## config.mk

```make
export PLATFORM = sky130hd
export DESIGN_NAME = vga_display_core_flat
export DESIGN_NICKNAME = d
export VERILOG_FILES = /design/src/rtl/vga_display_core_if.sv /design/src/rtl/vga_display_core.sv /design/src/flat_wrapper.sv
export SDC_FILE = /design/constraint.sdc
export NUM_CORES = 1
export LEC_CHECK = 0
export CORE_ASPECT_RATIO = 1.4
export CORE_MARGIN = 3
export CORE_UTILIZATION = 49
export DETAILED_ROUTE_END_ITERATION = 6
export GPL_TIMING_DRIVEN = 0
export PLACE_DENSITY = 0.83
export RECOVER_POWER = 100
export SETUP_SLACK_MARGIN = 0.15
export SLEW_MARGIN = 20
export SYNTH_ARGS = -nofsm -noshare
export SYNTH_HDL_FRONTEND = slang
export SYNTH_SLANG_ARGS = --single-unit
export TNS_END_PERCENT = 20
```

## constraint.sdc

```tcl
create_clock -name clk_pix -period 3.1 [get_ports clk_pix]
set_clock_uncertainty 0.2 [all_clocks]
set_input_delay 0.62 -clock clk_pix [delete_from_list [all_inputs] [get_ports clk_pix]]
set_output_delay 0.62 -clock clk_pix [all_outputs]
set_load 0.1 [all_outputs]
```

## src/rtl/vga_display_core_if.sv

```systemverilog
// Bundle of renderer colour inputs and raster/VGA outputs for vga_display_core.
// The core drives through the master modport; a renderer or bench sits on slave.
interface vga_display_core_if #(
  parameter int CORDW   = 10,
  parameter int RW      = 3,
  parameter int GW      = 3,
  parameter int BW      = 2,
  parameter int FRAME_W = 8
);
  logic [RW-1:0]      pix_r_in;
  logic [GW-1:0]      pix_g_in;
  logic [BW-1:0]      pix_b_in;
  logic [CORDW-1:0]   sx;
  logic [CORDW-1:0]   sy;
  logic               de;
  logic               line_start;
  logic               frame_start;
  logic [FRAME_W-1:0] frame_cnt;
  logic               vga_hsync;
  logic               vga_vsync;
  logic [RW-1:0]      vga_r;
  logic [GW-1:0]      vga_g;
  logic [BW-1:0]      vga_b;

  modport master (
    input  pix_r_in, pix_g_in, pix_b_in,
    output sx, sy, de, line_start, frame_start, frame_cnt,
    output vga_hsync, vga_vsync, vga_r, vga_g, vga_b
  );

  modport slave (
    output pix_r_in, pix_g_in, pix_b_in,
    input  sx, sy, de, line_start, frame_start, frame_cnt,
    input  vga_hsync, vga_vsync, vga_r, vga_g, vga_b
  );
endinterface

```

## src/rtl/vga_display_core.sv

```systemverilog
// VGA raster engine: pixel/line counters, sync and data-enable generation, and an
// alignment pipeline that delays syncs/de to match the renderer's colour latency.
// Colour and syncs leave through a final register; colour is zeroed outside the
// active area so whatever the renderer produces during blanking never reaches the pins.
module vga_display_core #(
  parameter int CORDW      = 10,
  parameter int H_ACTIVE   = 640,
  parameter int H_FP       = 16,
  parameter int H_SYNC     = 96,
  parameter int H_BP       = 48,
  parameter int V_ACTIVE   = 480,
  parameter int V_FP       = 10,
  parameter int V_SYNC     = 2,
  parameter int V_BP       = 33,
  parameter bit H_POL      = 1'b0,
  parameter bit V_POL      = 1'b0,
  parameter int RW         = 3,
  parameter int GW         = 3,
  parameter int BW         = 2,
  parameter int RENDER_LAT = 0,
  parameter int FRAME_W    = 8
) (
  input logic                clk_pix,
  input logic                rst,
  vga_display_core_if.master vgaBus
);

  localparam int H_TOTAL = H_ACTIVE + H_FP + H_SYNC + H_BP;
  localparam int V_TOTAL = V_ACTIVE + V_FP + V_SYNC + V_BP;

  localparam logic [CORDW-1:0] H_LAST   = CORDW'(H_TOTAL - 1);
  localparam logic [CORDW-1:0] V_LAST   = CORDW'(V_TOTAL - 1);
  localparam logic [CORDW-1:0] H_ACT    = CORDW'(H_ACTIVE);
  localparam logic [CORDW-1:0] V_ACT    = CORDW'(V_ACTIVE);
  localparam logic [CORDW-1:0] HS_START = CORDW'(H_ACTIVE + H_FP);
  localparam logic [CORDW-1:0] HS_END   = CORDW'(H_ACTIVE + H_FP + H_SYNC);
  localparam logic [CORDW-1:0] VS_START = CORDW'(V_ACTIVE + V_FP);
  localparam logic [CORDW-1:0] VS_END   = CORDW'(V_ACTIVE + V_FP + V_SYNC);

  logic [CORDW-1:0]   sx_q, sx_d;
  logic [CORDW-1:0]   sy_q, sy_d;
  logic [FRAME_W-1:0] frameCnt_q, frameCnt_d;

  logic hsActive, vsActive;
  logic hsLevel, vsLevel, deRaw;
  logic hsDly, vsDly, deDly;

  logic          vgaHsync_q, vgaVsync_q;
  logic [RW-1:0] vgaR_q;
  logic [GW-1:0] vgaG_q;
  logic [BW-1:0] vgaB_q;

  // Next raster position: step along the line, wrap to the next line, wrap the frame.
  always_comb begin
    sx_d       = sx_q + CORDW'(1);
    sy_d       = sy_q;
    frameCnt_d = frameCnt_q;
    if (sx_q == H_LAST) begin
      sx_d = '0;
      if (sy_q == V_LAST) begin
        sy_d       = '0;
        frameCnt_d = frameCnt_q + FRAME_W'(1);
      end else begin
        sy_d = sy_q + CORDW'(1);
      end
    end
  end

  // Position and frame counters; reset restarts the raster at the top-left corner.
  always_ff @(posedge clk_pix) begin
    if (rst) begin
      sx_q       <= '0;
      sy_q       <= '0;
      frameCnt_q <= '0;
    end else begin
      sx_q       <= sx_d;
      sy_q       <= sy_d;
      frameCnt_q <= frameCnt_d;
    end
  end

  // Raw timing decoded from the undelayed counters. With a zero back porch the sync end
  // equals the total and may not fit in CORDW, so the sync runs to the end of the line.
  always_comb begin
    hsActive = (sx_q >= HS_START) && ((H_BP == 0) || (sx_q < HS_END));
    vsActive = (sy_q >= VS_START) && ((V_BP == 0) || (sy_q < VS_END));
    hsLevel  = hsActive ? H_POL : ~H_POL;
    vsLevel  = vsActive ? V_POL : ~V_POL;
    deRaw    = ~rst && (sx_q < H_ACT) && (sy_q < V_ACT);
  end

  assign vgaBus.sx          = sx_q;
  assign vgaBus.sy          = sy_q;
  assign vgaBus.de          = deRaw;
  assign vgaBus.line_start  = ~rst && (sx_q == '0);
  assign vgaBus.frame_start = ~rst && (sx_q == '0) && (sy_q == '0);
  assign vgaBus.frame_cnt   = frameCnt_q;

  generate
    if (RENDER_LAT == 0) begin : gNoDelay
      assign hsDly = hsLevel;
      assign vsDly = vsLevel;
      assign deDly = deRaw;
    end else begin : gDelay
      logic [RENDER_LAT-1:0] hsPipe_q, vsPipe_q, dePipe_q;

      // Delay syncs and de by the renderer latency; reset flushes to idle and blanked.
      always_ff @(posedge clk_pix) begin
        if (rst) begin
          hsPipe_q <= {RENDER_LAT{~H_POL}};
          vsPipe_q <= {RENDER_LAT{~V_POL}};
          dePipe_q <= '0;
        end else begin
          hsPipe_q[0] <= hsLevel;
          vsPipe_q[0] <= vsLevel;
          dePipe_q[0] <= deRaw;
          for (int i = 1; i < RENDER_LAT; i++) begin
            hsPipe_q[i] <= hsPipe_q[i-1];
            vsPipe_q[i] <= vsPipe_q[i-1];
            dePipe_q[i] <= dePipe_q[i-1];
          end
        end
      end

      assign hsDly = hsPipe_q[RENDER_LAT-1];
      assign vsDly = vsPipe_q[RENDER_LAT-1];
      assign deDly = dePipe_q[RENDER_LAT-1];
    end
  endgenerate

  // Output register: aligned syncs, colour passed only while the aligned de is set.
  always_ff @(posedge clk_pix) begin
    if (rst) begin
      vgaHsync_q <= ~H_POL;
      vgaVsync_q <= ~V_POL;
      vgaR_q     <= '0;
      vgaG_q     <= '0;
      vgaB_q     <= '0;
    end else begin
      vgaHsync_q <= hsDly;
      vgaVsync_q <= vsDly;
      vgaR_q     <= deDly ? vgaBus.pix_r_in : '0;
      vgaG_q     <= deDly ? vgaBus.pix_g_in : '0;
      vgaB_q     <= deDly ? vgaBus.pix_b_in : '0;
    end
  end

  assign vgaBus.vga_hsync = vgaHsync_q;
  assign vgaBus.vga_vsync = vgaVsync_q;
  assign vgaBus.vga_r     = vgaR_q;
  assign vgaBus.vga_g     = vgaG_q;
  assign vgaBus.vga_b     = vgaB_q;

endmodule

```

## src/flat_wrapper.sv

```systemverilog
// flat-port wrapper written by rule: the top's interface ports become plain ports
module vga_display_core_flat 
#(
  parameter int CORDW      = 10,
  parameter int H_ACTIVE   = 640,
  parameter int H_FP       = 16,
  parameter int H_SYNC     = 96,
  parameter int H_BP       = 48,
  parameter int V_ACTIVE   = 480,
  parameter int V_FP       = 10,
  parameter int V_SYNC     = 2,
  parameter int V_BP       = 33,
  parameter bit H_POL      = 1'b0,
  parameter bit V_POL      = 1'b0,
  parameter int RW         = 3,
  parameter int GW         = 3,
  parameter int BW         = 2,
  parameter int RENDER_LAT = 0,
  parameter int FRAME_W    = 8
)
  (clk_pix, rst, vgaBus_pix_r_in, vgaBus_pix_g_in, vgaBus_pix_b_in, vgaBus_sx, vgaBus_sy, vgaBus_de, vgaBus_line_start, vgaBus_frame_start, vgaBus_frame_cnt, vgaBus_vga_hsync, vgaBus_vga_vsync, vgaBus_vga_r, vgaBus_vga_g, vgaBus_vga_b);
  vga_display_core_if #(.CORDW(CORDW), .RW(RW), .GW(GW), .BW(BW), .FRAME_W(FRAME_W)) vgaBus_i ();
  input logic clk_pix;
  input logic rst;
  input wire logic [$bits(vgaBus_i.pix_r_in)-1:0] vgaBus_pix_r_in;
  input wire logic [$bits(vgaBus_i.pix_g_in)-1:0] vgaBus_pix_g_in;
  input wire logic [$bits(vgaBus_i.pix_b_in)-1:0] vgaBus_pix_b_in;
  output wire logic [$bits(vgaBus_i.sx)-1:0] vgaBus_sx;
  output wire logic [$bits(vgaBus_i.sy)-1:0] vgaBus_sy;
  output wire logic [$bits(vgaBus_i.de)-1:0] vgaBus_de;
  output wire logic [$bits(vgaBus_i.line_start)-1:0] vgaBus_line_start;
  output wire logic [$bits(vgaBus_i.frame_start)-1:0] vgaBus_frame_start;
  output wire logic [$bits(vgaBus_i.frame_cnt)-1:0] vgaBus_frame_cnt;
  output wire logic [$bits(vgaBus_i.vga_hsync)-1:0] vgaBus_vga_hsync;
  output wire logic [$bits(vgaBus_i.vga_vsync)-1:0] vgaBus_vga_vsync;
  output wire logic [$bits(vgaBus_i.vga_r)-1:0] vgaBus_vga_r;
  output wire logic [$bits(vgaBus_i.vga_g)-1:0] vgaBus_vga_g;
  output wire logic [$bits(vgaBus_i.vga_b)-1:0] vgaBus_vga_b;
  assign vgaBus_i.pix_r_in = vgaBus_pix_r_in;
  assign vgaBus_i.pix_g_in = vgaBus_pix_g_in;
  assign vgaBus_i.pix_b_in = vgaBus_pix_b_in;
  assign vgaBus_sx = vgaBus_i.sx;
  assign vgaBus_sy = vgaBus_i.sy;
  assign vgaBus_de = vgaBus_i.de;
  assign vgaBus_line_start = vgaBus_i.line_start;
  assign vgaBus_frame_start = vgaBus_i.frame_start;
  assign vgaBus_frame_cnt = vgaBus_i.frame_cnt;
  assign vgaBus_vga_hsync = vgaBus_i.vga_hsync;
  assign vgaBus_vga_vsync = vgaBus_i.vga_vsync;
  assign vgaBus_vga_r = vgaBus_i.vga_r;
  assign vgaBus_vga_g = vgaBus_i.vga_g;
  assign vgaBus_vga_b = vgaBus_i.vga_b;
  vga_display_core #(.CORDW(CORDW), .H_ACTIVE(H_ACTIVE), .H_FP(H_FP), .H_SYNC(H_SYNC), .H_BP(H_BP), .V_ACTIVE(V_ACTIVE), .V_FP(V_FP), .V_SYNC(V_SYNC), .V_BP(V_BP), .H_POL(H_POL), .V_POL(V_POL), .RW(RW), .GW(GW), .BW(BW), .RENDER_LAT(RENDER_LAT), .FRAME_W(FRAME_W)) u_core (.clk_pix(clk_pix), .rst(rst), .vgaBus(vgaBus_i));
endmodule
```

# After elaboration in Yosys (flattened, before gate mapping)
# Cells that the tools add are included.
word_totals:
  reg_bits: 38
  output_inout_bits: 41
  wordCells: 35
op_classes:
  add_sub_neg: 3
  magnitude_cmp: 6
  eq_ne: 2
  mux: 3
  bitwise: 2
  n_reduce_logical: 11
op_table:
  columns: ["cell", "n"]
  rows:
  - ["$add 10x1->10 const B", 2]
  - ["$eq 10x10->1 const B", 2]
  - ["$logic_not 10->1", 2]
  - ["$lt 10x10->1 const B", 2]
  - ["$lt 10x9->1 const B", 2]
  - ["$ge 10x10->1 const B", 1]
  - ["$ge 10x9->1 const B", 1]
  - ["$mux 10", 1]
  - ["$add 8x1->8 const B", 1]
  - ["$logic_and 1x1->1", 6]
  - ["$reduce_or 2->1", 2]
  - ["$mux 1", 2]
  - ["$not 1->1", 2]
  - ["$reduce_and 2->1", 1]

# Depth between registers and ports, before layout
logic_depth:
  depth_word: 5
  depth_mapped: 8
  depth_no_buf: 6

# Least setup slack after synthesis
# Ideal clock, no wire load.
synth_path:
  kind: "flip-flop to output port"
  from: "register u_core.sx_q[6], in the netlist u_core.vgaBus.sx[6]"
  to: "output port vgaBus_frame_start"
  arrival_ns: 2.983
  path_slack_ns: -0.703
  path_stages_with_launch: 5
  n_path_buf: 0
  cell_sequence: "dfxtp_1 or2_4 nor2_1 and4_1 and4_1"
synth_between:
  elab_chain_len: 3
synth_rtl:
  columns: ["item", "line_no", "rtl"]
  rows:
  - ["start: declaration", "vga_display_core.sv:40", "logic [CORDW-1:0] sx_q, sx_d;"]
  - ["start signal: assignment", "vga_display_core.sv:72", "sx_q <= '0;"]
  - ["start signal: assignment", "vga_display_core.sv:76", "sx_q <= sx_d;"]
  - ["$logic_not 10->1", null, null]
  - ["$logic_and 1x1->1", null, null]
  - ["via vgaBus_line_start", "flat_wrapper.sv:31", "output wire logic [$bits(vgaBus_i.line_start)-1:0] vgaBus_line_start;"]
  - ["$logic_and 1x1->1", "vga_display_core.sv:96", "assign vgaBus.frame_start = ~rst && (sx_q == '0) && (sy_q == '0);"]
  - ["end: declaration", "flat_wrapper.sv:32", "output wire logic [$bits(vgaBus_i.frame_start)-1:0] vgaBus_frame_start;"]
# The timed path passes the listed nets, and every way through them passes these cells.

# Worst setup path in the final report
layout_path:
  from: "register u_core.sx_q[6], in the netlist u_core.vgaBus.sx[6]"
  to: "output port vgaBus_frame_start"
layout_between:
  elab_chain_len: 3
layout_rtl:
  columns: ["item", "line_no"]
  rows:
  - ["$logic_not 10->1", "vga_display_core.sv:96"]
  - ["$logic_and 1x1->1 (2 in a row)", "vga_display_core.sv:96"]
# No other way between the ends.

==> impl_results.md <==
* Gr ovfl total at 0
* Setup repair bufs after CTS at 0
* Vias in the first global route at 1379
* Ys async rst share at 0%
* Commonest cells post-synth: 38 x dfxtp_1, 18 x nor2_1, 14 x a21oi_1, 10 x and2_1, 10 x or4_1
* CP peak stage delay at 0.55 ns
* Core ar. at 3180 um^2
* Worst hold path class: reg2reg
* CTS tree: done
* PwrDens at 424 nW/um^2
* Total Power Consumption at 0.959 mW
* Detailed router's first-iteration violation count at 43
* Most frequent cell after synthesis: dfxtp_1
* Crit Path Max Fanout at 5
* Largest net degree at the start of global routing at 11
* Die width at 55.4 um
* Worst-skew pair later-pin latency at 0.28 ns
* Worst VDD drop at 0.000348 V
* Antenna violations before repair at 0
* Max Cap Violations at 0
* Top FF cell, synth: dfxtp_1
* Slowest stage cell, crit path: clkdlybuf4s15_2
* Leakage power at 0.880 nW
* # nets final at 257
* ANT cells at 0
* Worst Path Arrival at 2.09 ns
* Clk slew on worst S/H paths at 0.07 ns
* Post-Synthesis Cells at 186
* Max clock buf depth at 2
* DRC viols at 0
* Number of synthesized flops with an enable pin at 0
* Post-detail-place hpwl at 2910 um
* Yosys reg bits at 38
* Layout Utilization at 71.1%
* DRT antenna net count at 0
* Final setup fails at 0
* Tightest Pin Transition at 1.01 ns
* Max-slew violations at 0
* # IOs at 51
* Critical path startpoint category: flop
* Clock Sink Count at 38
* First-pass GRT wire length at 6530 um
* Total CTS buffers at 5
* Row Count at 24
* Initial Util at 52.6%
* Placer congestion estimate at 0.816
* Delay-heaviest family, CP: simple AND/OR/NAND/NOR gates
* Total vias in the final route at 1553
* Cell Area, Synth at 1670 um^2
* Vias per Instance at 5.53
* WP data required at 2.28 ns
* Slew Limit Headroom at 32.2%
* Area leader, netlist: dfxtp_1
* YS warnings at 0
* H-tree depth at 2
* Wirelength, routed at 3950 um
* Final Critical Period at 2.91 ns
* Total global-route track usage at 19.9%
* Share of the synthesized area in the top cell type at 45.5%
* Unrepaired setup endpoints after global routing: true
* Peak Freq at 344 MHz
* Main area contributors after synthesis: dfxtp_1 45%, or4_1 4.5%, a21oi_1 4.2%
* DRT Pass-1 Iters at 4
* Syn_area_per_cell at 8.99 um^2
* Status: complete, no violations
* DR WL/cell at 14.1 um
* Layout cell share with drive strength beyond 1 at 4.96%
* Worst path most repeated cell: and4_2
* Period utilisation layout at 93.8%
* Post-Syn Nets at 201
* Die Area at 4160 um^2
* WP buf/inv at 1
* Cell Chain, Critical Path: or2_0 -> nor2_1 -> and4_2 -> and4_2 -> clkdlybuf4s15_2
* Final hold violations at 0
* CP endpoint kind: output pin
* P&R area growth vs syn at 35.2%
* Post-synthesis sequential area ratio at 45.5%
* Synth unique cells at 31
* Critical path class: reg2out
* Die Ht at 75.1 um
* IO buf count at 49
* Root Buffer: clkbuf_8
-- kinds of logic after synthesis --
logic type | after synthesis | synth area share [%]
simple gates | 87 | 29.9
flops | 38 | 45.5
compound gates | 30 | 10.8
buf+inv | 15 | 4.34
xor+xnor | 11 | 5.76
fa+ha+maj | 5 | 3.74
-- layout make-up --
type,count,area (um^2)
Fill cell,286,921
Multi-Input combinational cell,133,832
Sequential cell,38,761
Timing Repair Buffer,49,488
Clock buffer,7,76.3
Tap cell,39,48.8
Inverter,8,30.0
Buffer,7,26.3
-- stage by stage --
| stage | worst slack (ns) | hold slack (ns) | setup TNS, ns | area [um^2] | std cells |
|---|---|---|---|---|---|
| CTS | 0.218 | 0.279 | 0 | 2300 | 281 |
| detailed placement | -0.355 | 0.261 | -0.849 | 2220 | 274 |
| global placement | -0.341 | 0.255 | -0.798 | 2220 | 274 |
| global route | 0.0734 | 0.317 | 0 | 2260 | 281 |
| floorplan | 0.0677 | 0.542 | 0 | 1680 | 186 |
| finish | 0.193 | 0.275 | 0 | 2260 | 281 |
-- sequential cells by signal, summed over array words and instances, names as in the netlist --
signal and flops:
u_core.vgaBus.vga_g 3, u_core.vgaBus.frame_cnt 8, u_core.vgaBus.vga_b 2, u_core.vgaBus.vga_hsync 1, u_core.vgaBus.sy 10, u_core.vgaBus.vga_r 3
u_core.vgaBus.sx 10, u_core.vgaBus.vga_vsync 1
-- path summary, 6_finish.rpt --
path                                       start                                 endpoint  slack, ns  cells past startpoint
setup reg to reg  u_core.vgaBus.sx[0]$_SDFF_PP0_  u_core.vgaBus.frame_cnt[7]$_SDFFE_PP0P_       0.33                      8
hold / removal    u_core.vgaBus.sx[9]$_SDFF_PP0_       u_core.vgaBus.vga_hsync$_SDFF_PP1_       0.27                      1
hold reg to reg   u_core.vgaBus.sx[9]$_SDFF_PP0_       u_core.vgaBus.vga_hsync$_SDFF_PP1_       0.27                      1
setup / recovery  u_core.vgaBus.sx[6]$_SDFF_PP0_                       vgaBus_frame_start       0.19                      5
-- report_power, final --
part | switching (mW) | internal (mW) | total [mW]
combinational | 0.110 | 0.0333 | 0.143
sequential | 0.00537 | 0.497 | 0.502
clock | 0.159 | 0.155 | 0.313
total | 0.274 | 0.685 | 0.959
-- per-layer routing --
layer	track usage, %	wire, um	vias up
met1	22.8	1650	725
met2	35.8	2100	42
met3	4.63	135	8
met4	8.92	75	0
met5	0	0	-
li1	-	-	778
-- cell usage in the layout (no fill, tap or decap), types with 9 or more instances in the layout --
cell            n
dlygate4sd3_1  38
dfxtp_1        38
nor2_1         18
a21oi_1        14
or4_1          10
clkbuf_1        9
nand3_1         9
-- worst reg2reg max path: cells and delay by family, from the launching register on --
kind,cells,cell delay (ns)
buffers and inverters,3,0.81
and+or+nand+nor,2,0.62
DFF,1,0.41
adders and majority gates,1,0.23
AOI/OAI and AO/OA,2,0.39
-- repair_timing --
action,CTS,global route
gates resized for setup,9,2
hold buffers,0,0
endpoints found under the hold margin,0,0
endpoints found under the setup margin,3,2
Power figures use the tool's default switching activity.
